## config.mk

```make
export PLATFORM = sky130hd
export DESIGN_NAME = kyber_mult_flat
export DESIGN_NICKNAME = d
export VERILOG_FILES = /design/src/rtl/kyber_pkg.sv /design/src/rtl/kyber_mult_if.sv /design/src/rtl/kyber_barrett_reduce.sv /design/src/rtl/kyber_mult.sv /design/src/flat_wrapper.sv
export SDC_FILE = /design/constraint.sdc
export NUM_CORES = 1
export LEC_CHECK = 0
export CAP_MARGIN = 40
export CORE_ASPECT_RATIO = 0.7
export CORE_MARGIN = 3
export CORE_UTILIZATION = 55
export DETAILED_ROUTE_END_ITERATION = 10
export PLACE_DENSITY_LB_ADDON = 0.25
export SYNTH_ARGS = -nofsm -noshare
export SYNTH_HDL_FRONTEND = slang
export SYNTH_SLANG_ARGS = --single-unit
export TNS_END_PERCENT = 50
```

## constraint.sdc

```tcl
create_clock -name clk -period 17.1 [get_ports clk]
set_input_delay 1.71 -clock clk [delete_from_list [all_inputs] [get_ports clk]]
set_output_delay 1.71 -clock clk [all_outputs]
set_load 0.01 [all_outputs]
```

## src/rtl/kyber_pkg.sv

```systemverilog
// Shared constants and types for the Kyber NTT datapath.
package kyber_pkg;

    localparam int KYBER_Q   = 3329;
    localparam int KYBER_W   = 12;
    localparam int BARRETT_K = 24;
    localparam int BARRETT_M = 5039;

    typedef logic [11:0] coeff_t;

endpackage

```

## src/rtl/kyber_mult_if.sv

```systemverilog
// Operand/result bundle for the pipelined modular multiplier.
interface kyber_mult_if
    import kyber_pkg::*;
#(
    parameter int W = KYBER_W
);

    logic [W-1:0] in1;
    logic [W-1:0] in2;
    logic [W-1:0] res;

    modport master (output in1, output in2, input res);
    modport slave  (input in1, input in2, output res);

endinterface

```

## src/rtl/kyber_barrett_reduce.sv

```systemverilog
// Two-stage Barrett reduction of a 2W-bit product into a canonical residue mod Q.
module kyber_barrett_reduce
    import kyber_pkg::*;
#(
    parameter int W = KYBER_W,
    parameter int Q = KYBER_Q
) (
    input  logic           clk,
    input  logic           rst,
    input  logic [2*W-1:0] p,
    output logic [W-1:0]   res
);

    localparam int    PW = 2 * W;
    localparam int    RW = W + 2;
    localparam int    K  = 2 * W;
    localparam int    MW = 2 * PW + 1;
    localparam longint M = (longint'(1) << K) / longint'(Q);

    logic [MW-1:0] prod_m;
    logic [PW-1:0] qh;
    logic [RW-1:0] r0_d;
    logic [RW-1:0] r0;
    logic [W-1:0]  res_d;

    // Quotient estimate undershoots by at most 2, so p - qh*Q stays below 3Q.
    always_comb begin
        prod_m = MW'(p) * MW'(M);
        qh     = PW'(prod_m >> K);
        r0_d   = RW'(p - PW'(qh * PW'(Q)));
    end

    // Stage 2 register: partially reduced residue.
    always_ff @(posedge clk or posedge rst) begin
        if (rst) r0 <= '0;
        else     r0 <= r0_d;
    end

    // Final correction brings the residue from 0..3Q-1 into 0..Q-1.
    always_comb begin
        res_d = W'(r0);
        if (r0 >= RW'(2 * Q))  res_d = W'(r0 - RW'(2 * Q));
        else if (r0 >= RW'(Q)) res_d = W'(r0 - RW'(Q));
    end

    // Stage 3 register: canonical result.
    always_ff @(posedge clk or posedge rst) begin
        if (rst) res <= '0;
        else     res <= res_d;
    end

endmodule

```

## src/rtl/kyber_mult.sv

```systemverilog
// Pipelined (in1*in2) mod Q multiplier: product register followed by Barrett reduction.
module kyber_mult
    import kyber_pkg::*;
#(
    parameter int W = KYBER_W,
    parameter int Q = KYBER_Q
) (
    input logic        clk,
    input logic        rst,
    kyber_mult_if.slave bus
);

    localparam int PW = 2 * W;

    logic [PW-1:0] p;

    // Stage 1 register: full-width unsigned product.
    always_ff @(posedge clk or posedge rst) begin
        if (rst) p <= '0;
        else     p <= PW'(bus.in1) * PW'(bus.in2);
    end

    kyber_barrett_reduce #(
        .W (W),
        .Q (Q)
    ) u_reduce (
        .clk (clk),
        .rst (rst),
        .p   (p),
        .res (bus.res)
    );

endmodule

```

## src/flat_wrapper.sv

```systemverilog
// flat-port wrapper written by rule: the top's interface ports become plain ports
module kyber_mult_flat import kyber_pkg::*;
#(
    parameter int W = KYBER_W,
    parameter int Q = KYBER_Q
)
  (clk, rst, bus_in1, bus_in2, bus_res);
  kyber_mult_if #(.W(W)) bus_i ();
  input logic clk;
  input logic rst;
  input wire logic [$bits(bus_i.in1)-1:0] bus_in1;
  input wire logic [$bits(bus_i.in2)-1:0] bus_in2;
  output wire logic [$bits(bus_i.res)-1:0] bus_res;
  assign bus_i.in1 = bus_in1;
  assign bus_i.in2 = bus_in2;
  assign bus_res = bus_i.res;
  kyber_mult #(.W(W), .Q(Q)) u_core (.clk(clk), .rst(rst), .bus(bus_i));
endmodule
```

# [After elaboration in Yosys (flattened, before gate mapping)]
# Cells that the tools add are included.
[op_classes] n_addsub=3 multipliers=3 magnitude_cmp=2 mux=2
[ops] op="24-bit by 13-bit multiplier with 37-bit output, second input constant" n=1
[ops] op="12-bit by 12-bit multiplier with 24-bit output" n=1
[ops] op="12-bit two-way mux" n=2
[ops] op="12-bit subtractor, second input constant" n=2
[ops] op="14-bit by 12-bit greater-or-equal comparator with 1-bit output, second input constant" n=1
[ops] op="14-bit by 13-bit greater-or-equal comparator with 1-bit output, second input constant" n=1
[ops] op="13-bit by 12-bit multiplier with 14-bit output, second input constant" n=1
[ops] op="14-bit subtractor" n=1
[totals] regBits=50 wordCells=13

# [Depth between registers and ports, before layout]
# Gate-level depths: netlist of run 1.
[logic_depth] word_depth=3 depth_mapped=36 depth_no_buf=36

# [Cells and area by module]
# Synthesis of run 1 repeated with hierarchy kept, for this count alone.
[unflattened] cells_unflattened=1341 area_unflattened_um2=12982.5
[modules_own_cells] mod="kyber_barrett_reduce" n_inst=1 cells_each=744 area_each_um2=7598.5
[modules_own_cells] mod="kyber_mult" n_inst=1 cells_each=597 area_each_um2=5383.9

# [Worst setup path before layout of run 1]
# No wires, ideal clock.
[synth_path] path_type="reg-to-reg" from="register u_core.p[21]" to="register u_core.u_reduce.r0[13]" setup_time_ns=0.079 t_arrival_ns=8.059 required_ns=17.021 slack_ns=8.961 stages_incl_launch_ff=33 n_path_buf=0 period_less_slack_ns=8.139 cell_sequence="dfrtp_1 -> inv_1 -> fa_1 -> fa_1 -> inv_1 -> fa_1 -> fa_1 -> inv_1 -> fa_1 -> inv_1 -> ha_1 -> a21o_1 -> a21oi_1 -> nor2b_1 -> nor4_4 -> a21oi_2 -> a31o_2 -> a21o_1 -> a21oi_1 -> xnor2_1 -> ha_1 -> ha_1 -> ha_1 -> fa_1 -> inv_1 -> ha_1 -> a2111oi_0 -> a21o_1 -> o21ai_0 -> xnor2_1 -> xnor2_1 -> xnor2_1 -> xor2_1"
[synth_via] elab_chain_len=3
[synth_lines] element="from (decl)" line="kyber_mult.sv:15" source="logic [PW-1:0] p;"
[synth_lines] element="from (signal assigned)" line="kyber_mult.sv:20" source="else p <= PW'(bus.in1) * PW'(bus.in2);"
[synth_lines] element="24-bit by 13-bit multiplier with 37-bit output" line="kyber_barrett_reduce.sv:28" source="prod_m = MW'(p) * MW'(M);"
[synth_lines] element="13-bit by 12-bit multiplier with 14-bit output" line="kyber_barrett_reduce.sv:30" source="r0_d = RW'(p - PW'(qh * PW'(Q)));"
[synth_lines] element="14-bit subtractor" line="kyber_barrett_reduce.sv:30"
[synth_lines] element="net u_core.u_reduce.r0_d[13]" line="kyber_barrett_reduce.sv:22" source="logic [RW-1:0] r0_d;"
[synth_lines] element="to (signal assigned)" line="kyber_barrett_reduce.sv:36" source="else r0 <= r0_d;"
[synth_lines] element="to (decl)" line="kyber_barrett_reduce.sv:23" source="logic [RW-1:0] r0;"
# The timed path passes the listed nets, and every way through them passes these cells.

# [Worst setup path after layout of run 1]
[layout_path] from="register u_core.p[18]" to="register u_core.u_reduce.r0[13]"
# Same word-level chain as after synthesis.

==> results of run 1 <==
cell families after synthesis:
| group | after synthesis | share of synthesized area [%] |
|---|---|---|
| DFF | 50 | 9.93 |
| xor gates and xnor gates | 68 | 4.79 |
| buffers and inverters | 334 | 10.0 |
| muxes | 1 | 0.0794 |
| AOI/OAI and AO/OA | 109 | 5.56 |
| adders and majority gates | 461 | 59.8 |
| and+or+nand+nor | 260 | 9.85 |
area by class of cell:
type | instances | area (um^2) | area share, %
clock buffer | 5 | 125 | 0.933
clock inverter | 3 | 28.8 | 0.215
inverter | 309 | 1160 | 8.65
multi-input combinational | 899 | 10100 | 75.2
sequential | 50 | 1250 | 9.33
tap | 305 | 382 | 2.85
timing repair buffer | 38 | 378 | 2.82
per-stage QoR:
stage | instance area (um^2) | util (%)
2_1_floorplan | 12600 | -
3_5_place_dp | 13300 | 60.1
4_1_cts | 13400 | 60.8
3_3_place_gp | 13300 | 60.1
5_1_grt | 13400 | 60.8
6_report | 13400 | 60.8
worst paths after layout:
check	start	end	slack, ns	depth (start not counted)
worst min register to register	u_core.u_reduce.r0[6]	u_core.u_reduce.res[6]	0.49	1
max in group asynchronous	rst	u_core.p[1]	14.74	3
worst max-delay path	u_core.p[18]	u_core.u_reduce.r0[13]	8.12	32
worst max register to register	u_core.p[18]	u_core.u_reduce.r0[13]	8.12	32
min in group asynchronous	rst	u_core.u_reduce.r0[12]	1.90	3
worst min-delay path	u_core.u_reduce.r0[6]	u_core.u_reduce.res[6]	0.49	1
cell usage in the layout, fill, tap and decap left out, types with 5 or more instances in the layout:
master	instances
sky130_fd_sc_hd__fa_1	235
sky130_fd_sc_hd__a21oi_1	35
sky130_fd_sc_hd__nand2_1	117
sky130_fd_sc_hd__o21ai_0	22
sky130_fd_sc_hd__xor2_1	23
sky130_fd_sc_hd__a21o_1	14
sky130_fd_sc_hd__inv_1	308
sky130_fd_sc_hd__and2_1	56
sky130_fd_sc_hd__nor2b_1	11
sky130_fd_sc_hd__clkdlybuf4s50_1	37
sky130_fd_sc_hd__dfrtp_1	50
sky130_fd_sc_hd__ha_1	226
sky130_fd_sc_hd__nand2b_1	6
sky130_fd_sc_hd__nand3_1	11
sky130_fd_sc_hd__xnor2_1	44
sky130_fd_sc_hd__clkbuf_16	5
sky130_fd_sc_hd__nor3_1	13
sky130_fd_sc_hd__o21a_1	5
sky130_fd_sc_hd__nor2_1	31
synth_stat cells (all sizes together), types with 11 or more instances:
library cell / count
ha: 226
fa: 235
nor2b: 11
nor3: 13
xnor2: 44
o21ai: 26
clkbuf: 21
nand3: 11
and2: 56
a21oi: 38
dfrtp: 50
a21o: 14
nand2: 117
inv: 309
xor2: 24
nor2: 31
per-layer routing:
metal  up-vias  global-route usage (%)  routed length, um
met5         -                       0                  0
met4         0                    1.97                147
met3        14                    2.99               1400
met2       190                    30.4              10300
met1      4258                    35.4              13100
li1       3970                       -                  -
state kept, by name (all words and copies together), names as in the netlist:
| register | cells |
|---|---|
| u_core.p | 24 |
| u_core.u_reduce.r0 | 14 |
| u_core.u_reduce.res | 12 |
worst max-delay path, delay by kind of cell (launching register included):
| family | cells | cell delay, ns |
|---|---|---|
| compound gates | 9 | 2.05 |
| fa+ha+maj | 11 | 4.60 |
| buf+inv | 5 | 0.32 |
| flops | 1 | 0.57 |
| xor+xnor | 5 | 0.75 |
| simple gates | 2 | 0.54 |
==> metrics.txt, run 1 <==
status=complete, no violations; post-layout min period=8.98 ns; number of buffers created by CTS=5; post-CTS sizing=0; Ports=38; worst-case setup slack after placement=8.22 ns; Total Die Area=24800 um^2; Min-Delay Path Class=reg2reg; CP arrival=9.16 ns; wire length of the first global-routing pass=42.6 mm; Mapped Nets=1770; share of cells above drive strength 1=1.69%; die width=187 um; Reg clk slew, reported paths=0.08 ns; mean number of vias per cell=5.24; initial core utilization=57.1%; core area=22100 um^2; detailed-route wire length=24.9 mm; ANT cells=0; vias post-DR=8432; Worst slew margin=52.6%; GR Util All Layers=21.3%; number of violations of the max-capacitance limit=0; flops & latches, synth=50; CP max FO=6; Worst setup EP type=register; library cell with the largest summed area after synthesis=sky130_fd_sc_hd__fa_1; hpwl dp=21.8 mm; Final ANT Viol Nets=0; count of routing violations after the opening detailed-route iteration=474; TNS Setup=0 ns; number of input and output port buffers inserted=37; clock tree from TritonCTS=done; gate count after technology mapping=1283; worst setup margin=8.12 ns; maximum number of pins on one net before global-route repair=51; maximum buffer depth of the clock tree=2; fraction of synthesized cell area taken by the top area cell type=37.3%; required time worst endpoint=17.29 ns; RSZ-0062 raised after global routing=no; achievable frequency=111 MHz; transition time at the pin with the least slew margin=0.693 ns; total iterations of the first detailed-routing run=4; buffer count from post-CTS setup fixing=0; number of rows created at floorplan=45; layout net count=1790; Cell Count, Final, Fillers Out=1609; height of the die=133 um; clock insertion delay at the later pin of the skew report=0.31 ns; Hold-fix buffers, CTS=0; vias in the first global route=8551; top flip-flop cell by instance count after synthesis=sky130_fd_sc_hd__dfrtp_1; detail-routed net length per standard cell=15.5 um; number of setup violations in the final report=0; sinks on the clock net=50; area grow syn2layout=6.44%; routability-driven placement congestion ratio=0.906; highest cell delay on the worst timing path=0.57 ns; library cell used as clock root buffer=sky130_fd_sc_hd__clkbuf_16; final slew viol count=0; final hold violation count=0; number of synthesized flops with an enable pin=0; dominant cells by area after synthesis=sky130_fd_sc_hd__fa_1, sky130_fd_sc_hd__ha_1, sky130_fd_sc_hd__dfrtp_1; sum of overflow across all layers after global routing=0; netlist area before placement=12600 um^2; count of H-tree levels built during CTS=2; startpoint types=register; period utilisation layout=52.5%; Critical Path Most Common Cell=sky130_fd_sc_hd__fa_1; final routed DRC violation total=0; post-synthesis async set-or-reset flop share=100%; cell with the biggest individual delay on the critical path=sky130_fd_sc_hd__dfrtp_1; Crit Path Category=reg2reg; fill cell instance count of the final layout=1947; number of antenna violations at the first check in global routing=0; number of distinct standard cells referenced by the synthesized netlist=46; Ys Warns=0; Hold Slack=0.489 ns; Placed Cells=1601; skew final=0.0117 ns; portion of the post-synthesis area used by sequential elements=9.93%; mean instance size in the synthesized netlist=9.82 um^2
Power of run 1 is not shown: default switching activity piles up to over one toggle a cycle in this logic, so the estimate is an artifact.
==> run 2, diff against run 1 <==
==> constraint.sdc (replaced) <==
create_clock -name clk -period 9.09 [get_ports clk]
set_input_delay 0.909 -clock clk [delete_from_list [all_inputs] [get_ports clk]]
set_output_delay 0.909 -clock clk [all_outputs]
set_load 0.01 [all_outputs]
==> run 2 against run 1 <==
  * Critical endpoint unchanged
  * Worst setup slack worse by 7.7 ns
  * Largest cell class unchanged
  * Critical path type unchanged
  * Critical path depth decreased by 3
  * Clock-buffer cell count unchanged
==> metrics.txt, run 2 (synthesized netlist as in run 1, its figures left out) <==
sum of overflow across all layers after global routing=0; Hold-fix buffers, CTS=0; hpwl dp=22.8 mm; Most flops, register=u_core.p; count of H-tree levels built during CTS=2; period utilisation layout=95.6%; maximum buffer depth of the clock tree=2; mean number of vias per cell=5.23; Reg clk slew, reported paths=0.08 ns; GR Util All Layers=22.3%; final slew viol count=0; layout net count=1794; count of routing violations after the opening detailed-route iteration=496; vias in the first global route=8840; ANT cells=0; CP max FO=7; CP arrival=8.87 ns; core area=22100 um^2; die width=187 um; cell with the biggest individual delay on the critical path=sky130_fd_sc_hd__dfrtp_1; fill cell instance count of the final layout=1941; post-layout min period=8.69 ns; Storage cell area=1260 um^2; Buffers & Inverters on Critical Path=4; routability-driven placement congestion ratio=0.899; number of input and output port buffers inserted=37; combined area of the multi-input logic cells=10100 um^2; total iterations of the first detailed-routing run=5; Top delay family on crit path=adder cells; number of buffers created by CTS=5; startpoint types=register; initial core utilization=57.1%; wire length of the first global-routing pass=44.8 mm; most frequent standard cell in the layout excluding fill and tap cells=sky130_fd_sc_hd__inv_1; vias post-DR=8441; Critical Path Most Common Cell=sky130_fd_sc_hd__fa_1; area grow syn2layout=6.98%; clock insertion delay at the later pin of the skew report=0.31 ns; Worst setup EP type=register; detailed-route wire length=25.9 mm; number of flip-flops under the largest register name=24; final routed DRC violation total=0; final hold violation count=0; Crit Path Category=reg2reg; Final ANT Viol Nets=0; Ports=38; Total Die Area=24800 um^2; transition time at the pin with the least slew margin=0.743 ns; number of violations of the max-capacitance limit=0; skew final=0.0108 ns; largest registers=u_core.p (24), u_core.u_reduce.r0 (14), u_core.u_reduce.res (12); status=complete, no violations; library cell used as clock root buffer=sky130_fd_sc_hd__clkbuf_16; required time worst endpoint=9.27 ns; Min-Delay Path Class=reg2reg; sinks on the clock net=50; number of antenna violations at the first check in global routing=0; number of rows created at floorplan=45; Worst slew margin=49.2%; share of cells above drive strength 1=2.83%; number of setup violations in the final report=0; top library cells by usage in the layout, fill and taps aside=sky130_fd_sc_hd__inv_1, sky130_fd_sc_hd__fa_1, sky130_fd_sc_hd__ha_1; detail-routed net length per standard cell=16.0 um; TNS Setup=0 ns; clock tree from TritonCTS=done; maximum number of pins on one net before global-route repair=51; Hold Slack=0.493 ns; height of the die=133 um; achievable frequency=115 MHz; highest cell delay on the worst timing path=0.61 ns
-- run 2: stage by stage --
| step | instance area (um^2) | instances | utilization (%) | setup WS, ns |
|---|---|---|---|---|
| floorplan | 12600 | 1283 | - | 0.951 |
| global placement | 13300 | 1603 | 60.1 | 0.464 |
| detailed placement | 13300 | 1603 | 60.1 | 0.289 |
| CTS | 13400 | 1611 | 60.8 | 0.249 |
| global route | 13500 | 1613 | 61.1 | -0.0248 |
| finish | 13500 | 1613 | 61.1 | 0.401 |
-- run 2: area by class of cell --
type                       instances  share of cell area [%]
tap                              305                    2.83
multi-input combinational        899                    75.0
clock inverter                     3                   0.213
sequential                        50                    9.38
timing repair buffer              42                    3.03
inverter                         309                    8.60
clock buffer                       5                   0.928
-- run 2: timing repair --
| action | in CTS | in global routing |
|---|---|---|
| setup endpoints to repair | 0 | 1 |
| resized for setup | 0 | 14 |
| buffers inserted | 0 | 2 |
-- run 2: layer usage --
| metal | wire length [um] | global-route usage (%) | share of wire (%) |
|---|---|---|---|
| met1 | 13400 | 36.4 | 52 |
| met2 | 10900 | 31.9 | 42 |
| met3 | 1480 | 4.10 | 5.7 |
| met4 | 115 | 1.93 | 0.44 |
| met5 | 0 | 0 | 0 |
-- run 2: path summary, 6_finish.rpt --
path / from / end / slack (ns) / cells after the start
setup / recovery: u_core.p[12] / u_core.u_reduce.r0[13] / 0.40 / 29
hold / removal: u_core.u_reduce.r0[6] / u_core.u_reduce.res[6] / 0.49 / 1
setup reg to reg: u_core.p[12] / u_core.u_reduce.r0[13] / 0.40 / 29
hold reg to reg: u_core.u_reduce.r0[6] / u_core.u_reduce.res[6] / 0.49 / 1
max in group asynchronous: rst / u_core.p[7] / 7.44 / 3
min in group asynchronous: rst / u_core.p[19] / 1.12 / 3
-- run 2: worst reg2reg max path, delay by kind of cell (launching register included) --
kind            cells  cell delay (ns)
xor+xnor            5             0.86
flops               1             0.61
compound gates      5             0.97
buf+inv             4             0.32
fa+ha+maj          12             5.38
simple gates        3             0.44
Power of run 2 is left out for the same reason.
